**config.mk**
```make
export PLATFORM = sky130hd
export DESIGN_NAME = qam_demap
export DESIGN_NICKNAME = d
export VERILOG_FILES = /design/src/rtl/qam_demap.sv
export SDC_FILE = /design/constraint.sdc
export NUM_CORES = 1
export LEC_CHECK = 0
export ABC_AREA = 1
export ABC_CLOCK_PERIOD_IN_PS = 5700
export CAP_MARGIN = 10
export CORE_MARGIN = 2
export CORE_UTILIZATION = 53
export CTS_CLUSTER_DIAMETER = 40
export DETAILED_ROUTE_END_ITERATION = 10
export PLACE_DENSITY = 0.89
export SYNTH_ARGS = -nofsm -noshare
export SYNTH_HDL_FRONTEND = slang
export SYNTH_SLANG_ARGS = --single-unit
```
**constraint.sdc**
```tcl
create_clock -name dclk -period 5.7 [get_ports dclk]
set_clock_uncertainty 0.05 [all_clocks]
set_input_delay 1.14 -clock dclk [delete_from_list [all_inputs] [get_ports dclk]]
set_output_delay 1.14 -clock dclk [all_outputs]
set_load 0.02 [all_outputs]
```
**src/rtl/qam_demap.sv**
```systemverilog
// qam_demap: hard-decision QAM demapper with a two-stage valid/ready pipeline.
//
// Ports:
//   dclk, rst          sample clock, synchronous active-high reset
//   en                 global enable; low freezes all state and deasserts s_ready
//   modi               per-sample mode (0 BPSK .. 6 4096-QAM, 7 idle/discard)
//   s_valid/s_ready    input handshake for inphase/quadrature (12-bit unsigned)
//   m_valid/m_ready    output handshake for data/err_i/err_q
//   data               decoded bits: dI in [5:0], dQ in [11:6]
//   err_i, err_q       signed 13-bit slicing residuals
//   sym_count          delivered symbols, saturating
//   sat_count          delivered symbols with a saturated axis, saturating
module qam_demap (
  input  logic        dclk,
  input  logic        rst,
  input  logic        en,
  input  logic [2:0]  modi,
  input  logic        s_valid,
  output logic        s_ready,
  input  logic [11:0] inphase,
  input  logic [11:0] quadrature,
  output logic        m_valid,
  input  logic        m_ready,
  output logic [11:0] data,
  output logic [12:0] err_i,
  output logic [12:0] err_q,
  output logic [15:0] sym_count,
  output logic [15:0] sat_count
);

  localparam logic [2:0] ModeBpsk = 3'd0;
  localparam logic [2:0] ModeIdle = 3'd7;

  // Bits per axis; BPSK slices the I axis with one bit.
  function automatic logic [3:0] bits_of(input logic [2:0] mode);
    return (mode == ModeBpsk) ? 4'd1 : {1'b0, mode};
  endfunction

  // Slice one axis from its pre-rounded sum. Returns {sat, d[5:0], err[12:0]}.
  function automatic logic [19:0] slice_axis(input logic [12:0] sum, input logic [11:0] x,
                                             input logic [3:0] k);
    logic [3:0]  sh;
    logic [12:0] d_raw;
    logic [12:0] d_max;
    logic        sat;
    logic [12:0] d;
    logic [12:0] lvl;
    logic [12:0] err;
    sh    = 4'd12 - k;
    d_raw = sum >> sh;
    d_max = (13'd1 << k) - 13'd1;
    sat   = d_raw > d_max;
    d     = sat ? d_max : d_raw;
    lvl   = d << sh;
    err   = {1'b0, x} - lvl;
    return {sat, d[5:0], err};
  endfunction

  // Stage 1 state
  logic        s1_valid_q, s1_valid_d;
  logic [2:0]  s1_mode_q, s1_mode_d;
  logic [11:0] s1_smp_i_q, s1_smp_i_d;
  logic [11:0] s1_smp_q_q, s1_smp_q_d;
  logic [12:0] s1_sum_i_q, s1_sum_i_d;
  logic [12:0] s1_sum_q_q, s1_sum_q_d;

  // Stage 2 / output state
  logic        m_valid_q, m_valid_d;
  logic [11:0] data_q, data_d;
  logic [12:0] err_i_q, err_i_d;
  logic [12:0] err_q_q, err_q_d;
  logic        sat_q, sat_d;
  logic [15:0] sym_cnt_q, sym_cnt_d;
  logic [15:0] sat_cnt_q, sat_cnt_d;

  logic        advance;
  logic        out_xfer;
  logic [3:0]  k_in;
  logic [12:0] half_in;
  logic [3:0]  k_s1;
  logic [19:0] axis_i;
  logic [19:0] axis_q;

  always_comb begin
    advance  = en && (!m_valid_q || m_ready);
    out_xfer = en && m_valid_q && m_ready;

    // Stage 1: rounding offset for the incoming sample's own mode.
    k_in       = bits_of(modi);
    half_in    = 13'd1 << (4'd11 - k_in);
    s1_valid_d = s1_valid_q;
    s1_mode_d  = s1_mode_q;
    s1_smp_i_d = s1_smp_i_q;
    s1_smp_q_d = s1_smp_q_q;
    s1_sum_i_d = s1_sum_i_q;
    s1_sum_q_d = s1_sum_q_q;
    if (advance) begin
      s1_valid_d = s_valid;
      s1_mode_d  = modi;
      s1_smp_i_d = inphase;
      s1_smp_q_d = quadrature;
      s1_sum_i_d = {1'b0, inphase} + half_in;
      s1_sum_q_d = {1'b0, quadrature} + half_in;
    end

    // Stage 2: slice with the mode carried alongside the sample.
    k_s1   = bits_of(s1_mode_q);
    axis_i = slice_axis(s1_sum_i_q, s1_smp_i_q, k_s1);
    axis_q = slice_axis(s1_sum_q_q, s1_smp_q_q, k_s1);

    m_valid_d = m_valid_q;
    data_d    = data_q;
    err_i_d   = err_i_q;
    err_q_d   = err_q_q;
    sat_d     = sat_q;
    if (advance) begin
      // Idle-mode slots are discarded here and become bubbles.
      m_valid_d = s1_valid_q && (s1_mode_q != ModeIdle);
      err_i_d   = axis_i[12:0];
      if (s1_mode_q == ModeBpsk) begin
        data_d  = {6'd0, axis_i[18:13]};
        err_q_d = 13'd0;
        sat_d   = axis_i[19];
      end else begin
        data_d  = {axis_q[18:13], axis_i[18:13]};
        err_q_d = axis_q[12:0];
        sat_d   = axis_i[19] || axis_q[19];
      end
    end

    sym_cnt_d = sym_cnt_q;
    sat_cnt_d = sat_cnt_q;
    if (out_xfer) begin
      if (sym_cnt_q != 16'hFFFF) sym_cnt_d = sym_cnt_q + 16'd1;
      if (sat_q && (sat_cnt_q != 16'hFFFF)) sat_cnt_d = sat_cnt_q + 16'd1;
    end
  end

  always_ff @(posedge dclk) begin
    if (rst) begin
      s1_valid_q <= 1'b0;
      s1_mode_q  <= 3'd0;
      s1_smp_i_q <= 12'd0;
      s1_smp_q_q <= 12'd0;
      s1_sum_i_q <= 13'd0;
      s1_sum_q_q <= 13'd0;
      m_valid_q  <= 1'b0;
      data_q     <= 12'd0;
      err_i_q    <= 13'd0;
      err_q_q    <= 13'd0;
      sat_q      <= 1'b0;
      sym_cnt_q  <= 16'd0;
      sat_cnt_q  <= 16'd0;
    end else begin
      s1_valid_q <= s1_valid_d;
      s1_mode_q  <= s1_mode_d;
      s1_smp_i_q <= s1_smp_i_d;
      s1_smp_q_q <= s1_smp_q_d;
      s1_sum_i_q <= s1_sum_i_d;
      s1_sum_q_q <= s1_sum_q_d;
      m_valid_q  <= m_valid_d;
      data_q     <= data_d;
      err_i_q    <= err_i_d;
      err_q_q    <= err_q_d;
      sat_q      <= sat_d;
      sym_cnt_q  <= sym_cnt_d;
      sat_cnt_q  <= sat_cnt_d;
    end
  end

  assign s_ready   = advance;
  assign m_valid   = m_valid_q;
  assign data      = data_q;
  assign err_i     = err_i_q;
  assign err_q     = err_q_q;
  assign sym_count = sym_cnt_q;
  assign sat_count = sat_cnt_q;

endmodule

```
==> impl_metrics.yaml <==
run_status:
  outcome: "finished, violations left"
  violations: "design-rule violations"
critical_path:
  critPathKind: "reg2reg"
  crit_slowest_cell: "ha_1"
  cp-start-kind: "flop"
  cp.arrival_ns: 5.74
  cpMostUsedCell: "nand2_1"
  crit_fanout: 17
  critical_path.max_stage_delay_ns: 0.36
  endpoint_kind: "flop"
  r2r-start: "s1_mode_q[1]"
  startpoint: "s1_mode_q[1]"
  worstPathRequired_ns: 5.93
layout:
  drive_above_1_share_pct: 10.6
  fin_cells: 1896
  fin_nets: 1770
  regArea_um2: 2520
  fillers: 1534
  diodes: 0
  syn_to_final_growth_pct: 23.5
  multiInputGateArea_um2: 6650
routing:
  viasPerCell: 5.87
  route.vias.total: 11100
  drtAntennaViolNets: 0
  wirelength_mm: 32.1
  drc: 1
  drtPass1Iterations: 10
  wl_per_cell_um: 16.9
  drt_iter0_drc: 1217
die:
  die_w_um: 141
  io_pins: 104
  core_area_um2: 18600
  rows: 50
  initial_utilization_pct: 53.6
  die_area_um2: 19900
  die_h_um: 141
sta:
  setup_viol: 0
  period_share_pct: 96.6
  tightest_slew_ns: 0.820
  rsz0062_at_grt: "yes"
  finalMaxSlewViolations: 0
  period_minus_slack_ns: 5.50
  layout_setup_ws_ns: 0.195
  clock.fmax_mhz: 182
  relSlewSlack_pct: 45.3
  hold_viol: 0
clock_tree:
  cts_buffers: 17
  cts.sinks: 126
  root_buffer: "clkbuf_16"
  clock_path_buffers: 2
  cts_max_level: 4
  clkTransAtPathRegs_ns: 0.06
  clock_latency_ns: 0.43
  ctsHoldBuffers: 0
  cts_tree: "built"
logic_synthesis:
  synth_area_um2: 9950
  syn_inst: 1532
  synth_cell_type_count: 56
  yosysTopAreaCell: "dfxtp_1"
  synth-main-ff-cell: "dfxtp_1"
  synth_enable_flop_cells: 0
  ys_top_cells_by_count: "nand2_1 (285), nand3_1 (195), inv_1 (162)"
  yosysSeqAreaShare_pct: 25.3
  synth_area_leaders: "dfxtp_1 (25%), nand2_1 (11%), ha_1 (11%), nand3_1 (9.8%), a21oi_1 (7.0%)"
  yosysTopAreaCellShare_pct: 25.3
  async_flop_share_pct: 0
  yosys_warnings: 0
  synth-seq-cells: 126
  synth_area_per_cell_um2: 6.50
  synth_most_common_cell: "nand2_1"
global_routing:
  antenna_found_initial: 0
  grt_usage_pct: 30.9
  grt_pass1_wl_mm: 49.6
  grt_overflow: 0
  first_global_vias: 10200
  grt_start_max_net_pins: 72
placement:
  placed_cells: 1856
  io_buffers: 103
  dp_slack_ns: 0.00124
  place.gp.congestion: 1.04
  hpwlAfterDp_mm: 22.5
pwr:
  power_per_cell_area_nw_per_um2: 280
  p_leak_nw: 5.64
  peakVddDrop_v: 0.000206
hold_path:
  worstHoldPathType: "reg2reg"
  hold_start: "sym_count[13]"
run:
  max_cap_viol_count: 0
## through the flow
step	utilization (%)	cell area [um^2]	total power, W	hold slack [ns]	TNS [ns]
2_1_floorplan	-	10000	0.00185	0.385	0
3_3_place_gp	61.3	11400	0.00219	0.399	0
3_5_place_dp	61.3	11400	0.00221	0.405	0
4_1_cts	64.6	12000	0.00333	0.415	0
5_1_grt	66.1	12300	0.00361	0.439	-0.262
6_report	66.1	12300	0.00344	0.415	0
## cell usage in the layout, fill, tap and decap left out, types with 8 or more instances in the layout
cell             synthesis  routed
xor2_1                  26      25
o211ai_2                 8       8
inv_1                  162     156
nor2_1                 140     138
ha_1                    85      80
buf_4                    2      46
o211ai_1                12      12
nand3_1                195     191
a21oi_1                140     133
nand3_2                  9      13
o21ai_1                 13      21
inv_2                    2       8
nand2_1                285     277
nand2_2                  5      13
conb_1                   2      16
clkdlybuf4s50_1          0     102
nand4_1                 12      12
a21oi_2                  3       8
clkbuf_16                0      19
nor3_1                  29      25
dfxtp_1                126     125
o21ai_0                133     124
## state kept, by name, summed over array words and instances, names as in the netlist
name and count:
s1_sum_i_q 13, m_valid 1, s1_valid_q 1, s1_sum_q_q 13, s1_smp_i_q 12, data 12
sat_count 16, s1_mode_q 3, sat_q 1, err_q 13, err_i 13, s1_smp_q_q 12
sym_count 16
## critical path, delay by kind of cell (launching register included)
kind                       cells  cell delay (ns)
AOI/OAI and AO/OA             10             1.55
adders and majority gates      4             1.19
buffers and inverters          3             0.44
DFF                            1             0.34
and+or+nand+nor               19             1.80
## cells by family after synthesis
logic type	synth area share [%]
compound gates	18.8
xor+xnor	2.82
fa+ha+maj	11.5
buf+inv	10.1
flops	25.3
other cells	0.0755
simple gates	31.3
## layer usage
metal | vias to the layer above | track usage, % | wire [um]
li1 | 5348 | - | -
met1 | 5032 | 38.0 | 12500
met2 | 623 | 51.0 | 15000
met3 | 129 | 6.01 | 3020
met4 | 0 | 16.9 | 1580
met5 | - | 0 | 0
## area by class of cell
cell class | count | share of cell area (%)
Clock inverter | 14 | 1.26
Sequential cell | 126 | 20.5
Tap cell | 234 | 2.38
Clock buffer | 18 | 3.57
Inverter | 168 | 5.15
Timing Repair Buffer | 161 | 13.0
Multi-Input combinational cell | 1175 | 54.1
## path summary, 6_finish.rpt
kind	cells after the start	end	slack, ns
setup / recovery	36	err_q[12]	0.20
hold / removal	2	sym_count[13]	0.41
setup reg to reg	36	err_q[12]	0.20
hold reg to reg	2	sym_count[13]	0.41
## what timing repair did
action | 4_1_cts | 5_1_grt
resized for setup | 2 | 62
endpoints found under the setup margin | 3 | 9
pin swaps | 1 | 5
gates cloned | 0 | 2
setup buffers | 2 | 4
## power by group
part,switching [W],internal [W],total (W)
clock,0.000454,0.000662,0.00112
combinational,0.000833,0.000506,0.00134
sequential,0.0000394,0.000943,0.000982
Power figures use the tool's default switching activity.
